**config.mk**
```make
export PLATFORM = sky130hd
export DESIGN_NAME = register_bank_flat
export DESIGN_NICKNAME = d
export VERILOG_FILES = /design/src/rtl/processor_pkg.sv /design/src/rtl/register_bank_if.sv /design/src/rtl/register_bank_reg16.sv /design/src/rtl/register_bank.sv /design/src/flat_wrapper.sv
export SDC_FILE = /design/constraint.sdc
export NUM_CORES = 1
export LEC_CHECK = 0
export ABC_AREA = 0
export CAP_MARGIN = 20
export CORE_ASPECT_RATIO = 1.2
export CORE_UTILIZATION = 42
export DETAILED_ROUTE_END_ITERATION = 8
export HOLD_SLACK_MARGIN = 0.15
export PLACE_DENSITY_LB_ADDON = 0.1
export SLEW_MARGIN = 40
export SYNTH_ARGS = -nofsm -noshare
export SYNTH_HDL_FRONTEND = slang
export SYNTH_SLANG_ARGS = --single-unit
```
**constraint.sdc**
```tcl
create_clock -name clock -period 1.8 [get_ports clock]
set_input_delay 0.18 -clock clock [delete_from_list [all_inputs] [get_ports clock]]
set_output_delay 0.18 -clock clock [all_outputs]
set_load 0.02 [all_outputs]
```
**src/rtl/processor_pkg.sv**
```systemverilog
// Shared processor definitions: register file geometry, register indices
// and the program-counter reset value. Also used by the read mux and the
// control unit.
package processor_pkg;

    localparam int unsigned REG_WIDTH = 16;
    localparam int unsigned NUM_REGS  = 8;
    localparam int unsigned SEL_WIDTH = 4;

    localparam logic [SEL_WIDTH-1:0] REG_R0 = 4'd0;
    localparam logic [SEL_WIDTH-1:0] REG_R1 = 4'd1;
    localparam logic [SEL_WIDTH-1:0] REG_R2 = 4'd2;
    localparam logic [SEL_WIDTH-1:0] REG_R3 = 4'd3;
    localparam logic [SEL_WIDTH-1:0] REG_R4 = 4'd4;
    localparam logic [SEL_WIDTH-1:0] REG_R5 = 4'd5;
    localparam logic [SEL_WIDTH-1:0] REG_R6 = 4'd6;
    localparam logic [SEL_WIDTH-1:0] REG_R7 = 4'd7;
    localparam logic [SEL_WIDTH-1:0] REG_PC = REG_R7;

    localparam logic [REG_WIDTH-1:0] PC_RESET_VALUE = 16'h0000;

endpackage : processor_pkg

```
**src/rtl/register_bank_if.sv**
```systemverilog
// Write-port and register-output bundle between the datapath and the
// register bank. The bank takes the slave view.
interface register_bank_if;
    import processor_pkg::*;

    logic                 wrEnable;
    logic [SEL_WIDTH-1:0] wrSelect;
    logic [REG_WIDTH-1:0] wrData;
    logic                 incrPc;
    logic [REG_WIDTH-1:0] r0;
    logic [REG_WIDTH-1:0] r1;
    logic [REG_WIDTH-1:0] r2;
    logic [REG_WIDTH-1:0] r3;
    logic [REG_WIDTH-1:0] r4;
    logic [REG_WIDTH-1:0] r5;
    logic [REG_WIDTH-1:0] r6;
    logic [REG_WIDTH-1:0] r7;
    logic                 wrError;

    modport master (
        output wrEnable, wrSelect, wrData, incrPc,
        input  r0, r1, r2, r3, r4, r5, r6, r7, wrError
    );

    modport slave (
        input  wrEnable, wrSelect, wrData, incrPc,
        output r0, r1, r2, r3, r4, r5, r6, r7, wrError
    );

endinterface : register_bank_if

```
**src/rtl/register_bank_reg16.sv**
```systemverilog
// Single register with synchronous reset, parallel load and +1 increment.
// Priority: reset > load > incr > hold.
module reg16 #(
    parameter int unsigned WIDTH = 16
) (
    input  logic             clock,
    input  logic             reset,
    input  logic [WIDTH-1:0] resetValue,
    input  logic             load,
    input  logic             incr,
    input  logic [WIDTH-1:0] d,
    output logic [WIDTH-1:0] q
);

    logic [WIDTH-1:0] r_q;

    // Register state: reset, load, increment (wraps modulo 2^WIDTH) or hold.
    always_ff @(posedge clock) begin
        if (reset) begin
            r_q <= resetValue;
        end else if (load) begin
            r_q <= d;
        end else if (incr) begin
            r_q <= r_q + 1'b1;
        end
    end

    assign q = r_q;

endmodule : reg16

```
**src/rtl/register_bank.sv**
```systemverilog
// Eight general registers r0..r7 with one write port. r7 is the program
// counter and carries an increment path for instruction fetch; a write to
// r7 in the same cycle overrides the increment. Writes to a select with
// bit 3 set are dropped and raise a sticky error flag.
module register_bank
    import processor_pkg::*;
#(
    parameter int unsigned           DATA_WIDTH = REG_WIDTH,
    parameter int unsigned           NUM_REGS   = processor_pkg::NUM_REGS,
    parameter int unsigned           PC_INDEX   = 32'(REG_PC),
    parameter logic [DATA_WIDTH-1:0] PC_RESET   = PC_RESET_VALUE
) (
    input  logic          clock,
    input  logic          reset,
    register_bank_if.slave bus
);

    logic [NUM_REGS-1:0]   w_load;
    logic                  w_errSet;
    logic [DATA_WIDTH-1:0] w_q [NUM_REGS];
    logic                  r_wrError;

    // Write-select decode: one load strobe for a valid target, error otherwise.
    always_comb begin
        w_load   = '0;
        w_errSet = 1'b0;
        if (bus.wrEnable) begin
            if (bus.wrSelect[SEL_WIDTH-1]) begin
                w_errSet = 1'b1;
            end else begin
                w_load[bus.wrSelect[SEL_WIDTH-2:0]] = 1'b1;
            end
        end
    end

    for (genvar gi = 0; gi < NUM_REGS; gi++) begin : g_reg
        localparam logic [DATA_WIDTH-1:0] RST_VAL = (gi == PC_INDEX) ? PC_RESET : '0;
        logic w_incr;
        assign w_incr = (gi == PC_INDEX) ? bus.incrPc : 1'b0;

        reg16 #(.WIDTH(DATA_WIDTH)) u_reg (
            .clock      (clock),
            .reset      (reset),
            .resetValue (RST_VAL),
            .load       (w_load[gi]),
            .incr       (w_incr),
            .d          (bus.wrData),
            .q          (w_q[gi])
        );
    end

    // Sticky invalid-write flag, cleared only by reset.
    always_ff @(posedge clock) begin
        if (reset) begin
            r_wrError <= 1'b0;
        end else if (w_errSet) begin
            r_wrError <= 1'b1;
        end
    end

    assign bus.r0      = w_q[0];
    assign bus.r1      = w_q[1];
    assign bus.r2      = w_q[2];
    assign bus.r3      = w_q[3];
    assign bus.r4      = w_q[4];
    assign bus.r5      = w_q[5];
    assign bus.r6      = w_q[6];
    assign bus.r7      = w_q[7];
    assign bus.wrError = r_wrError;

endmodule : register_bank
```
**src/flat_wrapper.sv**
```systemverilog
// flat-port wrapper written by rule: the top's interface ports become plain ports
module register_bank_flat import processor_pkg::*;
#(
    parameter int unsigned           DATA_WIDTH = REG_WIDTH,
    parameter int unsigned           NUM_REGS   = processor_pkg::NUM_REGS,
    parameter int unsigned           PC_INDEX   = 32'(REG_PC),
    parameter logic [DATA_WIDTH-1:0] PC_RESET   = PC_RESET_VALUE
)
  (clock, reset, bus_wrEnable, bus_wrSelect, bus_wrData, bus_incrPc, bus_r0, bus_r1, bus_r2, bus_r3, bus_r4, bus_r5, bus_r6, bus_r7, bus_wrError);
  register_bank_if bus_i ();
  input  logic clock;
  input  logic reset;
  input wire logic [$bits(bus_i.wrEnable)-1:0] bus_wrEnable;
  input wire logic [$bits(bus_i.wrSelect)-1:0] bus_wrSelect;
  input wire logic [$bits(bus_i.wrData)-1:0] bus_wrData;
  input wire logic [$bits(bus_i.incrPc)-1:0] bus_incrPc;
  output wire logic [$bits(bus_i.r0)-1:0] bus_r0;
  output wire logic [$bits(bus_i.r1)-1:0] bus_r1;
  output wire logic [$bits(bus_i.r2)-1:0] bus_r2;
  output wire logic [$bits(bus_i.r3)-1:0] bus_r3;
  output wire logic [$bits(bus_i.r4)-1:0] bus_r4;
  output wire logic [$bits(bus_i.r5)-1:0] bus_r5;
  output wire logic [$bits(bus_i.r6)-1:0] bus_r6;
  output wire logic [$bits(bus_i.r7)-1:0] bus_r7;
  output wire logic [$bits(bus_i.wrError)-1:0] bus_wrError;
  assign bus_i.wrEnable = bus_wrEnable;
  assign bus_i.wrSelect = bus_wrSelect;
  assign bus_i.wrData = bus_wrData;
  assign bus_i.incrPc = bus_incrPc;
  assign bus_r0 = bus_i.r0;
  assign bus_r1 = bus_i.r1;
  assign bus_r2 = bus_i.r2;
  assign bus_r3 = bus_i.r3;
  assign bus_r4 = bus_i.r4;
  assign bus_r5 = bus_i.r5;
  assign bus_r6 = bus_i.r6;
  assign bus_r7 = bus_i.r7;
  assign bus_wrError = bus_i.wrError;
  register_bank #(.DATA_WIDTH(DATA_WIDTH), .NUM_REGS(NUM_REGS), .PC_INDEX(PC_INDEX), .PC_RESET(PC_RESET)) u_core (.clock(clock), .reset(reset), .bus(bus_i));
endmodule
```
* Word level (Yosys, flattened, before mapping) *
Cells that the tools add are included.

word-level totals
  word-level logic and storage cells = 22
  flip-flop bits (word level) = 129
  input port bits = 24
  output and inout bits = 129

operators by class
  add/subtract/negate cells = 1
  magnitude comparators = 2
  mux-type cells = 8
  reduce and logical (&&, ||, !) cells = 2

operators by type and width
  kind                   count
  $mux 16                2
  $add 16x1->16 const B  1
  $mux 8                 2
  $lt 3x4->1 const B     1
  $demux 1 s3            1
  $ge 3x1->1 const B     1
  $mux 1                 3
  $reduce_bool 2->1      1
  $logic_and 1x1->1      1

* Longest topological paths before layout *
  depth in word-level cells = 7
  depth in mapped cells = 7
  depth with buffers taken out = 5

* Hierarchy *
Synthesis repeated with hierarchy kept, for this count alone.

unflattened totals
  cells, all modules = 885
  area total of the unflattened synthesis = 8,877.3 um2

by module, submodules not included
  module                             area an instance (um2)  times used  seq. area each (um2)  cells an instance
  reg16 (u_core.g_reg[0].u_reg ...)  1,102.3                 7           480.5                 109
  reg16 (u_core.g_reg[3].u_reg)      1,058.5                 1           480.5                 105
  register_bank                      102.6                   1           20.0                  17

* Worst setup path before layout *
No wires, ideal clock.

  kind = reg2reg
  start point = reg u_core.g_reg[7].u_reg.r_q[4]
  end point = reg u_core.g_reg[7].u_reg.r_q[15]
  required time = 1,709 ps
  clock period less this slack = 1,927 ps
  stages on the path, launching flop included = 5
  library setup time = 91 ps
  path buffers = 0
  arrival = 1,836 ps
  slack = -127 ps
  cells stage by stage = dfxtp_1 -> nand4_2 -> or4_4 -> or3_1 -> a311oi_1

between the ends
  cells in the longest elaborated chain, start to end = 3

RTL lines
  what                      RTL line                   source
  start: declaration        register_bank_reg16.sv:15  logic [WIDTH-1:0] r_q;
  start signal: assignment  register_bank_reg16.sv:20  r_q <= resetValue;
  start signal: assignment  register_bank_reg16.sv:24  r_q <= r_q + 1'b1;
  $add 16x1->16             register_bank_reg16.sv:24
  $mux 16                   register_bank_reg16.sv:23  end else if (incr) begin
  $mux 16                   register_bank_reg16.sv:21  end else if (load) begin

Every way passes these cells. The select of a mux whose other input is x is not followed.
A chain may end at the register's enable or synchronous reset.

* Worst setup path in the final report *
  start point = reg u_core.g_reg[7].u_reg.r_q[5]
  end point = reg u_core.g_reg[7].u_reg.r_q[15]

The elaborated chain is that of the path after synthesis.

==> run summary <==
The run finished with clean final reports. The power density over the cells came out at 941.4 nW/um^2. STA classifies the critical path endpoint as a flop.

The routed layout has 4,481 vias. Once detail routing completed, the nets flagged for antenna violations numbered 0. Traced cell by cell, the critical path runs through nand4_2 -> or4_4 -> or3_1 -> a311oi_2. In the final routed layout, each cell accounts on average for 15.61 um. The number of buffers inserted to repair setup after CTS was 0; the maximum fanout along the worst path was 5.

After detailed routing, the number of vias per cell comes to 4.973. The most critical setup path has its startpoint at u_core.g_reg[7].u_reg.q[5]$_SDFFE_PP0P_. Between clock sinks in the finished design, the worst skew comes to 3.241 ps.

Global routing used 24.20% of the available tracks across all layers. For the synthesis warning total, the log shows 0. The tools report the slack of the worst reg-to-reg path as 100 ps.

The tools report the overall die area as 11,940 sq um. The number of slew-limit violations in the final report was 0. After synthesis the netlist holds a flip-flop and latch count of 129. The clock net in this run drives a total of 129 sinks. The number of iterations in the first detailed-routing pass is 4.

The worst path in the final design needs a cycle of 1701 ps, including I/O delays and setup. Data arrives at the worst endpoint at 2020 ps. The floorplan step set the die width to 99.93 um. The logs give 98.96 ps for the smallest setup slack after layout and 17 for the total clock buffers created by CTS. The peak supply drop is 0.5996 mV.

The worst reg2reg path endpoint is u_core.g_reg[7].u_reg.q[15]$_SDFFE_PP0P_. After global routing the overflow that remains totals 0. For this run, design rule violations remaining after detail routing come to 0.

Number of cell instances on the worst register-to-register path: 4. The first global-routing pass estimated 21.77 mm of wire. By count the netlist is led by sky130_fd_sc_hd__nand2_1 (167), sky130_fd_sc_hd__dfxtp_1 (129), sky130_fd_sc_hd__a21oi_1 (81), sky130_fd_sc_hd__nor2_1 (53), sky130_fd_sc_hd__clkbuf_1 (52). The most used flip-flop cell after synthesis is sky130_fd_sc_hd__dfxtp_1. The parity-gate share of the synthesized area counting xor and xnor cells was 1.993%.

The number of placed cells counting well taps is 869. When the netlist entered floorplanning its net count stood at 610. The wire-length estimate of the detail-placed layout is 9.662 mm. The initialized floorplan defines 42 standard-cell rows.

A synthesized cell averages 8.262 sq um. The tools report the master cell of the clock root buffer as sky130_fd_sc_hd__clkbuf_16. After clock tree synthesis, the clock-pin slew on the worst setup and hold paths is 60 ps. The area share of fa/ha/maj cells after synthesis is 0.2589%. The slowest cell on the critical path was sky130_fd_sc_hd__or4_4. For this run, the top clock speed supported by timing is 587.9 MHz. TritonCTS built the clock tree.

For the latest clock arrival within the worst-skew pair, the log shows 400 ps. Counting flops with a built-in enable in the synthesized netlist gives 0. Input and output buffers added on the ports amount to 152. Count of cell types in the netlist: 29. Initial antenna violation count: 0. In the synthesized netlist, mux cells make up 6.834% of the area.

The tool flagged a number of max-cap violations equal to 0. The finished cells cover 7325 sq um. The placement-stage worst setup slack was -184.1 ps; the synthesis-to-layout area growth was 51.54%. For the pin with the worst max-slew slack, the measured transition is 580.7 ps. After detailed placement, the total cell area comes to 6704 sq um.

The final layout net count is 759, and the number of top-level design ports is 153. The worst setup path is launched from a flop. The die outline height works out to 119.5 um. Once the clock tree was built, the resizer swapped 0 gates to a different size. The run gives 184 as the number of violations reported at the end of detailed-routing iteration 0.

The worst register-to-register path begins at u_core.g_reg[7].u_reg.q[5]$_SDFFE_PP0P_. After synthesis, the cell types taking the most area are sky130_fd_sc_hd__dfxtp_1 (53%), sky130_fd_sc_hd__nand2_1 (13%), sky130_fd_sc_hd__a21oi_1 (8.4%). The synthesized netlist occupies a cell area of 4833 sq um. The run gives 0 as the number of hold-slack violations in the final timing report. Leaving out filler cells and counting taps, the final layout contains 901.

For this design, the CTS-stage hold fixing added 0 buffers. STA puts the critical path data required time at 2120 ps. The initial utilization of the core area, before any placement, comes to 43.38%. Core footprint: 11,140 sq um. For this run, asynchronously set or reset flops after synthesis account for 0%.

The repair_antennas step left the layout with diodes totalling 0. The dominant combinational cell family by area after synthesis is simple AND/OR/NAND/NOR gates. Final weighted congestion of routability-driven global placement: 0.8092. Cells with a size suffix above 1 make up 10.84% of the layout. Summed over all layers, the routed wires come to 14.06 mm. The synthesized netlist devotes 21.82% of its cell area to simple gates.

The filler cells instantiated in the layout total 968. In this run the worst setup path terminates at u_core.g_reg[7].u_reg.q[15]$_SDFFE_PP0P_. Number of levels the H-tree was split into: 4. The portion of synthesized cell area occupied by the leading cell type was 53.43%. Entering global routing, the biggest net connects 41 pins. Setup repair after global routing could not meet its margin everywhere. The final count of negative-setup-slack endpoints was 0. The post-route fraction of the period consumed by the critical path is 94.50%. For this design the static power due to leakage is 2.751 nW. The cell count after synthesis was 585. The worst hold path belongs to the class input port to flop.

No sink is reached through more buffers than the 2 on the longest clock path. The share of the Yosys chip area taken by registers is 53.43%. The post-synthesis compound-gate area fraction works out to 11.00%. Cell with the most instances after synthesis: sky130_fd_sc_hd__nand2_1. The number of global-route vias before repair was 4,168.

The setup path with the least slack is of type flop to flop. The stage delay of the slowest cell on the critical path came out at 540 ps. Cell accounting for the most synthesized area: sky130_fd_sc_hd__dfxtp_1. The run gives 210.5 ps as the worst-case hold slack. The worst pin sits at a relative slew slack of 61.17%.
[sequential cells by signal, summed over array words and instances (netlist names)]
| signal | flops |
|---|---|
| u_core.bus.wrError | 1 |
| u_core.g.u_reg.q | 128 |
[metrics by stage]
step	TNS (ps)	util, %	total power [W]
detailed placement	-5371	60.18	0.003467
global route	-28.69	65.75	0.007123
finish	0	65.75	0.006895
CTS	0	65.68	0.006958
floorplan	0	-	0.003224
global placement	-4964	60.18	0.003460
[cells in the final DEF, fill, tap and decap left out, types with 2 or more instances in the layout]
cell and count:
sky130_fd_sc_hd__bufinv_16 3, sky130_fd_sc_hd__nand2_1 167, sky130_fd_sc_hd__buf_12 8, sky130_fd_sc_hd__clkbuf_16 17, sky130_fd_sc_hd__nor4_1 5, sky130_fd_sc_hd__o21ai_0 2
sky130_fd_sc_hd__dfxtp_1 123, sky130_fd_sc_hd__nand3_1 5, sky130_fd_sc_hd__nor2_1 53, sky130_fd_sc_hd__a211oi_1 12, sky130_fd_sc_hd__nor3_1 2, sky130_fd_sc_hd__clkbuf_8 2
sky130_fd_sc_hd__clkinvlp_4 5, sky130_fd_sc_hd__xor2_1 3, sky130_fd_sc_hd__clkinv_2 3, sky130_fd_sc_hd__or3_1 2, sky130_fd_sc_hd__a21oi_1 81, sky130_fd_sc_hd__dfxtp_2 6
sky130_fd_sc_hd__clkdlybuf4s50_1 151, sky130_fd_sc_hd__nor3b_2 2, sky130_fd_sc_hd__inv_1 4, sky130_fd_sc_hd__nand4_1 3, sky130_fd_sc_hd__xnor2_1 8, sky130_fd_sc_hd__buf_4 26
sky130_fd_sc_hd__a311oi_1 2, sky130_fd_sc_hd__or3b_2 2, sky130_fd_sc_hd__and3_1 2, sky130_fd_sc_hd__nand3b_1 3, sky130_fd_sc_hd__mux2i_1 33
[worst min path at each step]
| stage | startpoint | to | slack, ps | cells past startpoint |
|---|---|---|---|---|
| 2_1_floorplan | bus_wrSelect[3] | u_core.bus.wrError$_SDFFE_PP0P_ | 320 | 2 |
| 3_3_place_gp | u_core.g_reg[5].u_reg.q[15]$_SDFFE_PP0P_ | u_core.g_reg[5].u_reg.q[15]$_SDFFE_PP0P_ | 440 | 2 |
| 3_5_place_dp | u_core.g_reg[5].u_reg.q[6]$_SDFFE_PP0P_ | u_core.g_reg[5].u_reg.q[6]$_SDFFE_PP0P_ | 450 | 2 |
| 4_1_cts | reset | u_core.g_reg[1].u_reg.q[8]$_SDFFE_PP0P_ | 190 | 2 |
| 5_1_grt | reset | u_core.g_reg[1].u_reg.q[7]$_SDFFE_PP0P_ | 210 | 2 |
| 6_report | reset | u_core.g_reg[1].u_reg.q[5]$_SDFFE_PP0P_ | 210 | 2 |
[final cells by class]
cell class              instances  area, sq um  share of cell area [%]
clock buffers                  19        452.9                   6.184
clock inverters                13        160.2                   2.187
inverters                       4        15.01                  0.2050
multi-input cells             397         2047                   27.95
flip-flops and latches        129         2590                   35.36
well taps                     154        192.7                   2.631
repair buffers                185         1867                   25.49
[logic make-up after synthesis]
| family | Yosys count |
|---|---|
| fa+ha+maj | 1 |
| compound gates | 98 |
| simple gates | 254 |
| buf+inv | 59 |
| flops | 129 |
| xor+xnor | 11 |
| mux | 33 |
[critical path, delay by kind of cell, from the launching register on]
family / cells / cell delay, ps
simple gates: 3 / 1020
compound gates: 1 / 220
flops: 1 / 380
[report_power, final]
group	switching, W	leakage (nW)	total [W]	internal (W)
Sequential	0.0000327	1.05	0.00294	0.00290
Clock	0.00124	0.287	0.00349	0.00225
Combinational	0.000269	1.42	0.000471	0.000202
Total	0.00154	2.75	0.00690	0.00535
[layer usage]
layer,vias to the layer above,share of wire (%),global-route usage [%]
met4,0,2.9,11.58
met2,140,51,40.65
met5,-,0,0
met3,21,5.6,5.649
met1,2097,41,28.97
li1,2223,-,-
(Power assumes the default switching activity.)
